[config.mk]
export PLATFORM = sky130hd
export DESIGN_NAME = serv_alu_seq
export DESIGN_NICKNAME = d
export VERILOG_FILES = /design/src/rtl/serv_alu_seq.sv
export SDC_FILE = /design/constraint.sdc
export NUM_CORES = 1
export LEC_CHECK = 0
export ABC_AREA = 1
export ABC_CLOCK_PERIOD_IN_PS = 1300
export BUFFER_PORTS_ARGS = -buffer_cell sky130_fd_sc_hd__buf_2
export CAP_MARGIN = 5
export CORE_MARGIN = 4
export CORE_UTILIZATION = 51
export CTS_BUF_LIST = sky130_fd_sc_hd__clkbuf_4
export DETAILED_ROUTE_END_ITERATION = 6
export PLACE_DENSITY = 0.77
export SKIP_CTS_REPAIR_TIMING = 1
export SYNTH_ARGS = -nofsm -noshare
export SYNTH_HDL_FRONTEND = slang
export SYNTH_SLANG_ARGS = --single-unit
[constraint.sdc]
create_clock -name clk -period 1.3 [get_ports clk]
set_input_delay 0.26 -clock clk [delete_from_list [all_inputs] [get_ports clk]]
set_output_delay 0.26 -clock clk [all_outputs]
set_load 0.01 [all_outputs]
[src/rtl/serv_alu_seq.sv]
// serv_alu_seq: sequencer for the bit-serial ALU.
//
// Accepts one whole-word operation on a valid/ready command port. It then
// spends one cycle priming the ALU carry register, streams both operands
// LSB-first for N = XLEN/W beats while holding every ALU control input, and
// returns the collected result and compare flag on a valid/ready result port.
//
// Parameters:
//   W     ALU datapath width in bits per beat (XLEN must be a multiple of W)
//   XLEN  operand/result word width
//
// Ports:
//   clk, i_rst_n              clock (rising edge), async active-low reset
//   i_op_valid / o_op_ready   command handshake (ready only in IDLE)
//   i_op, i_rs1, i_op_b       opcode and operands, sampled on accept
//   o_res_valid / i_res_ready result handshake
//   o_res, o_res_cmp          result word and compare flag
//   o_alu_*                   ALU control and operand-beat outputs
//   i_alu_rd, i_alu_cmp       ALU result beat and compare output
//   i_abort                   only with SERV_ALU_SEQ_ABORT_EN defined:
//                             cancels an operation in PRIME or RUN
//
// Opcodes: 0 ADD, 1 SUB, 2 SLT, 3 SLTU, 4 XOR, 5 OR, 6 AND, 7 EQ.
//
// state | meaning
// ------+----------------------------------------------------------
// IDLE  | ready for a command
// PRIME | ALU disabled for one cycle so its carry loads the carry-in
// RUN   | streaming N beats through the ALU
// DONE  | result presented, waiting for i_res_ready

module serv_alu_seq #(
    parameter int W    = 1,
    parameter int XLEN = 32
) (
`ifdef SERV_ALU_SEQ_ABORT_EN
    input  logic            i_abort,
`endif
    input  logic            clk,
    input  logic            i_rst_n,
    input  logic            i_op_valid,
    output logic            o_op_ready,
    input  logic [2:0]      i_op,
    input  logic [XLEN-1:0] i_rs1,
    input  logic [XLEN-1:0] i_op_b,
    output logic            o_res_valid,
    input  logic            i_res_ready,
    output logic [XLEN-1:0] o_res,
    output logic            o_res_cmp,
    output logic            o_alu_en,
    output logic            o_alu_cnt0,
    output logic            o_alu_sub,
    output logic [1:0]      o_alu_bool_op,
    output logic            o_alu_cmp_eq,
    output logic            o_alu_cmp_sig,
    output logic [2:0]      o_alu_rd_sel,
    output logic [W-1:0]    o_alu_rs1,
    output logic [W-1:0]    o_alu_op_b,
    input  logic [W-1:0]    i_alu_rd,
    input  logic            i_alu_cmp
);

    localparam int N     = XLEN / W;
    localparam int CNT_W = (N > 1) ? $clog2(N) : 1;

    localparam logic [2:0] OP_ADD  = 3'd0;
    localparam logic [2:0] OP_SUB  = 3'd1;
    localparam logic [2:0] OP_SLT  = 3'd2;
    localparam logic [2:0] OP_SLTU = 3'd3;
    localparam logic [2:0] OP_XOR  = 3'd4;
    localparam logic [2:0] OP_OR   = 3'd5;
    localparam logic [2:0] OP_AND  = 3'd6;
    localparam logic [2:0] OP_EQ   = 3'd7;

    typedef enum logic [1:0] {
        S_IDLE  = 2'd0,
        S_PRIME = 2'd1,
        S_RUN   = 2'd2,
        S_DONE  = 2'd3
    } state_t;

    state_t            state_q;
    state_t            state_d;
    logic [2:0]        op_q;
    logic [XLEN-1:0]   rs1_q;
    logic [XLEN-1:0]   op_b_q;
    logic [XLEN-1:0]   res_q;
    logic [CNT_W-1:0]  cnt_q;
    logic              flag_q;
    logic              last_beat;
    logic              abort_w;
    logic              is_cmp;

`ifdef SERV_ALU_SEQ_ABORT_EN
    assign abort_w = i_abort;
`else
    assign abort_w = 1'b0;
`endif

    assign last_beat = (cnt_q == CNT_W'(N - 1));
    assign is_cmp    = (op_q == OP_SLT) || (op_q == OP_SLTU) || (op_q == OP_EQ);

    always_ff @(posedge clk or negedge i_rst_n) begin
        if (!i_rst_n) begin
            state_q <= S_IDLE;
        end else begin
            state_q <= state_d;
        end
    end

    always_comb begin
        state_d = state_q;
        case (state_q)
            S_IDLE:  if (i_op_valid) state_d = S_PRIME;
            S_PRIME: state_d = S_RUN;
            S_RUN:   if (last_beat) state_d = S_DONE;
            S_DONE:  if (i_res_ready) state_d = S_IDLE;
            default: state_d = S_IDLE;
        endcase
        // An abort wins over the RUN -> DONE step on the final beat.
        if (abort_w && ((state_q == S_PRIME) || (state_q == S_RUN))) begin
            state_d = S_IDLE;
        end
    end

    always_ff @(posedge clk or negedge i_rst_n) begin
        if (!i_rst_n) begin
            op_q   <= '0;
            rs1_q  <= '0;
            op_b_q <= '0;
            res_q  <= '0;
            cnt_q  <= '0;
            flag_q <= 1'b0;
        end else begin
            case (state_q)
                S_IDLE: begin
                    if (i_op_valid) begin
                        op_q   <= i_op;
                        rs1_q  <= i_rs1;
                        op_b_q <= i_op_b;
                        cnt_q  <= '0;
                    end
                end
                S_RUN: begin
                    rs1_q  <= rs1_q >> W;
                    op_b_q <= op_b_q >> W;
                    // Written as shift/or so W == XLEN needs no zero-width slice.
                    res_q  <= (res_q >> W) | (XLEN'(i_alu_rd) << (XLEN - W));
                    cnt_q  <= cnt_q + CNT_W'(1);
                    if (last_beat) flag_q <= i_alu_cmp;
                end
                default: ;
            endcase
        end
    end

    // ALU control decode, held constant through PRIME and RUN so the carry
    // register sees the op's carry-in while the ALU is still disabled.
    always_comb begin
        o_alu_sub     = 1'b0;
        o_alu_bool_op = 2'b00;
        o_alu_cmp_eq  = 1'b0;
        o_alu_cmp_sig = 1'b0;
        o_alu_rd_sel  = 3'b000;
        if ((state_q == S_PRIME) || (state_q == S_RUN)) begin
            case (op_q)
                OP_ADD: begin
                    o_alu_rd_sel = 3'b001;
                end
                OP_SUB: begin
                    o_alu_sub    = 1'b1;
                    o_alu_rd_sel = 3'b001;
                end
                OP_SLT: begin
                    o_alu_sub     = 1'b1;
                    o_alu_cmp_sig = 1'b1;
                end
                OP_SLTU: begin
                    o_alu_sub = 1'b1;
                end
                OP_XOR: begin
                    o_alu_rd_sel = 3'b100;
                end
                OP_OR: begin
                    o_alu_bool_op = 2'b10;
                    o_alu_rd_sel  = 3'b100;
                end
                OP_AND: begin
                    o_alu_bool_op = 2'b11;
                    o_alu_rd_sel  = 3'b100;
                end
                OP_EQ: begin
                    o_alu_sub    = 1'b1;
                    o_alu_cmp_eq = 1'b1;
                end
                default: ;
            endcase
        end
    end

    assign o_op_ready  = (state_q == S_IDLE);
    assign o_res_valid = (state_q == S_DONE);
    assign o_alu_en    = (state_q == S_RUN);
    assign o_alu_cnt0  = (state_q == S_RUN) && (cnt_q == '0);
    assign o_alu_rs1   = rs1_q[W-1:0];
    assign o_alu_op_b  = op_b_q[W-1:0];
    assign o_res       = is_cmp ? {{(XLEN-1){1'b0}}, flag_q} : res_q;
    assign o_res_cmp   = is_cmp & flag_q;

endmodule

==> impl_metrics.py <==
metrics = {
    "grt": {
        "grt_pass1_wl_microns": 19900,
        "grtUsageMet3": 0.0364,
        "grt_util_met1": 0.256,
        "grt_pass1_vias": 4366,
        "grt_usage": 0.188,
        "antenna_found_initial": 1,
        "overflow": 0,
        "use_met2": 0.311,
        "grt_max_degree": 65,
        "gr-max-usage-layer": "met2",
    },
    "timing": {
        "rsz0062_at_grt": "true",
        "hold_viol": 0,
        "period_needed_ns": 1.86,
        "setup_viol": 151,
        "fin_ws_ns": -0.558,
        "slew_violations": 0,
        "timing.fmax_ghz": 0.538,
        "hold_ws_ns": 0.0439,
        "fin_skew_ns": 0.00892,
        "period_share": 1.43,
    },
    "clock_tree": {
        "cts.clk_slew.worst_paths_ns": 0.15,
        "cts_root_buf": "clkbuf_4",
        "numCtsBuffers": 9,
        "htree_levels": 3,
        "cts_buffer_depth": 2,
        "clock_latency_ns": 0.44,
        "cts_tree": "yes",
        "cts.sinks": 107,
    },
    "critical_path": {
        "cp.required_ns": 1.04,
        "crit_arrival_ns": 1.60,
        "cp-start-kind": "flop",
        "end_kind": "output pin",
        "crit_type": "flop to output pin",
        "rr_worst_depth": 7,
        "cp_max_fo": 5,
        "reg2reg_slack_ns": -0.33,
    },
    "power_and_ir_drop": {
        "p_leak_uw": 0.00358,
        "finalPower_uw": 18800,
        "ir_worst_vdd_mv": 1.55,
        "cellPowerDensity_nw_per_um2": 2490,
    },
    "finish": {
        "area_growth_pct": 38.1,
        "nets": 843,
        "drive_above_1_share": 0.434,
        "instances_no_fill": 906,
    },
    "logic_synthesis": {
        "yosysTopAreaCell": "dfrtp_1",
        "synthTopCellsByArea": "dfrtp_1 49%, nand2_1 8.4%, o211ai_1 8.4%",
        "synth_flop_cell": "dfrtp_1",
        "netlist_area_sq_um": 5470,
        "ys_ff_latch": 107,
        "synth_top_area_share": 0.489,
        "synth.most_common_cell": "nand2_1",
        "ys_types": 30,
        "postSynthCellCount": 612,
        "synth_edf_count": 0,
        "ys_seq_area_frac": 0.489,
        "yosysWarnings": 0,
        "async_reset_ff_frac": 1.00,
        "synth_common_cells": "122 x nand2_1, 107 x dfrtp_1, 61 x nand2_2, 61 x o211ai_1",
        "syn_nets": 691,
        "syn_area_per_cell_sq_um": 8.94,
    },
    "status": {
        "violations": "setup timing",
        "status": "finished with violations",
    },
    "die": {
        "ios": 120,
        "die_x_microns": 112,
        "num_rows": 37,
        "core_region_area_sq_um": 10400,
        "initial_core_util": 0.528,
        "dieHeight_microns": 112,
        "dieArea_sq_um": 12500,
    },
    "placement": {
        "dp_hpwl_microns": 7910,
        "portBuffers": 118,
        "pre_cts_ws_ns": -0.169,
        "place_congestion": 0.794,
        "place_inst": 858,
    },
    "detailed_routing": {
        "vias": 4844,
        "wirelength_microns": 15100,
        "drtIter0Drc": 388,
        "drc": 0,
        "ant_nets": 0,
        "vias_per_cell": 5.35,
        "firstDrtPassIters": 5,
        "wl_per_cell_microns": 16.7,
    },
    "run": {
        "maxCapViolations": 0,
    },
    "min_path": {
        "min_path_type": "primary input to flop",
        "hold_depth": 3,
    },
}
[critical path, cell delays in order, from the launching register on]
cell	delay [ns]
dfrtp_1	0.42
inv_2	0.06
ha_4	0.27
inv_1	0.10
nor3_1	0.16
buf_2	0.16
[metal layers]
metal | wire length (microns) | share of wire | up-vias
met4 | 195 | 0.013 | 0
met2 | 7580 | 0.50 | 148
met3 | 724 | 0.048 | 18
met5 | 0 | 0 | -
li1 | - | - | 2270
met1 | 6610 | 0.44 | 2408
[power by group]
part           switching [uW]  internal, uW  total (uW)
clock network            1050           670        1720
registers                 936          4700        5640
logic                    6220          5210       11400
total                    8210         10600       18800
[through the flow]
stage	utilization	TNS [ns]	instance area [sq um]
floorplan	-	-4.52	5540
global placement	0.609	-7.75	6310
detailed placement	0.609	-11.61	6310
CTS	0.622	-36.96	6450
global route	0.728	-51.83	7550
finish	0.728	-42.46	7550
[state kept, by name (all words and copies together) (netlist names)]
register	cells
op_b_q	32
res_q	32
rs1_q	32
cnt_q	5
op_q	3
state_q	2
flag_q	1
[cells by family (layout without fill, tap and decap cells)]
family | after synthesis | count (layout) | synth area share
simple gates | 298 | 300 | 0.267
fa+ha+maj | 6 | 6 | 0.0137
compound gates | 109 | 109 | 0.129
flops | 107 | 107 | 0.489
buf+inv | 91 | 246 | 0.100
other cells | 1 | 2 | 0.000685
[path summary, 6_finish.rpt]
kind                              endpoint  startpoint
max                        o_alu_rd_sel[0]  state_q[1]
min                                op_q[1]     i_op[1]
max reg2reg                     op_b_q[10]  state_q[1]
min reg2reg                       res_q[2]    res_q[3]
max in group asynchronous        rs1_q[20]     i_rst_n
min in group asynchronous        res_q[25]     i_rst_n
[area by class of cell]
class	count	area, sq um
Fill cell	708	2820
Sequential cell	107	2680
Multi-Input combinational cell	416	2670
Timing Repair Buffer	176	1620
Inverter	52	240
Tap cell	136	170
Clock buffer	13	97.6
Timing Repair inverter	2	40.0
Clock inverter	3	38.8
Antenna cell	1	2.50
[cell usage in the layout, fill, tap and decap left out, drive strengths merged]
master and n:
a21oi 5, buf 162, bufinv 1, clkbuf 24, clkinv 4, clkinvlp 1
conb 1, dfrtp 107, diode 1, dlygate4sd3 3, ha 6, inv 51
nand2 187, nand3 9, nor2 42, nor3 2, nor4 1, o211ai 61
o21ai 42, o21bai 1, or2 59
No activity file was read; power rests on OpenSTA's default activity.
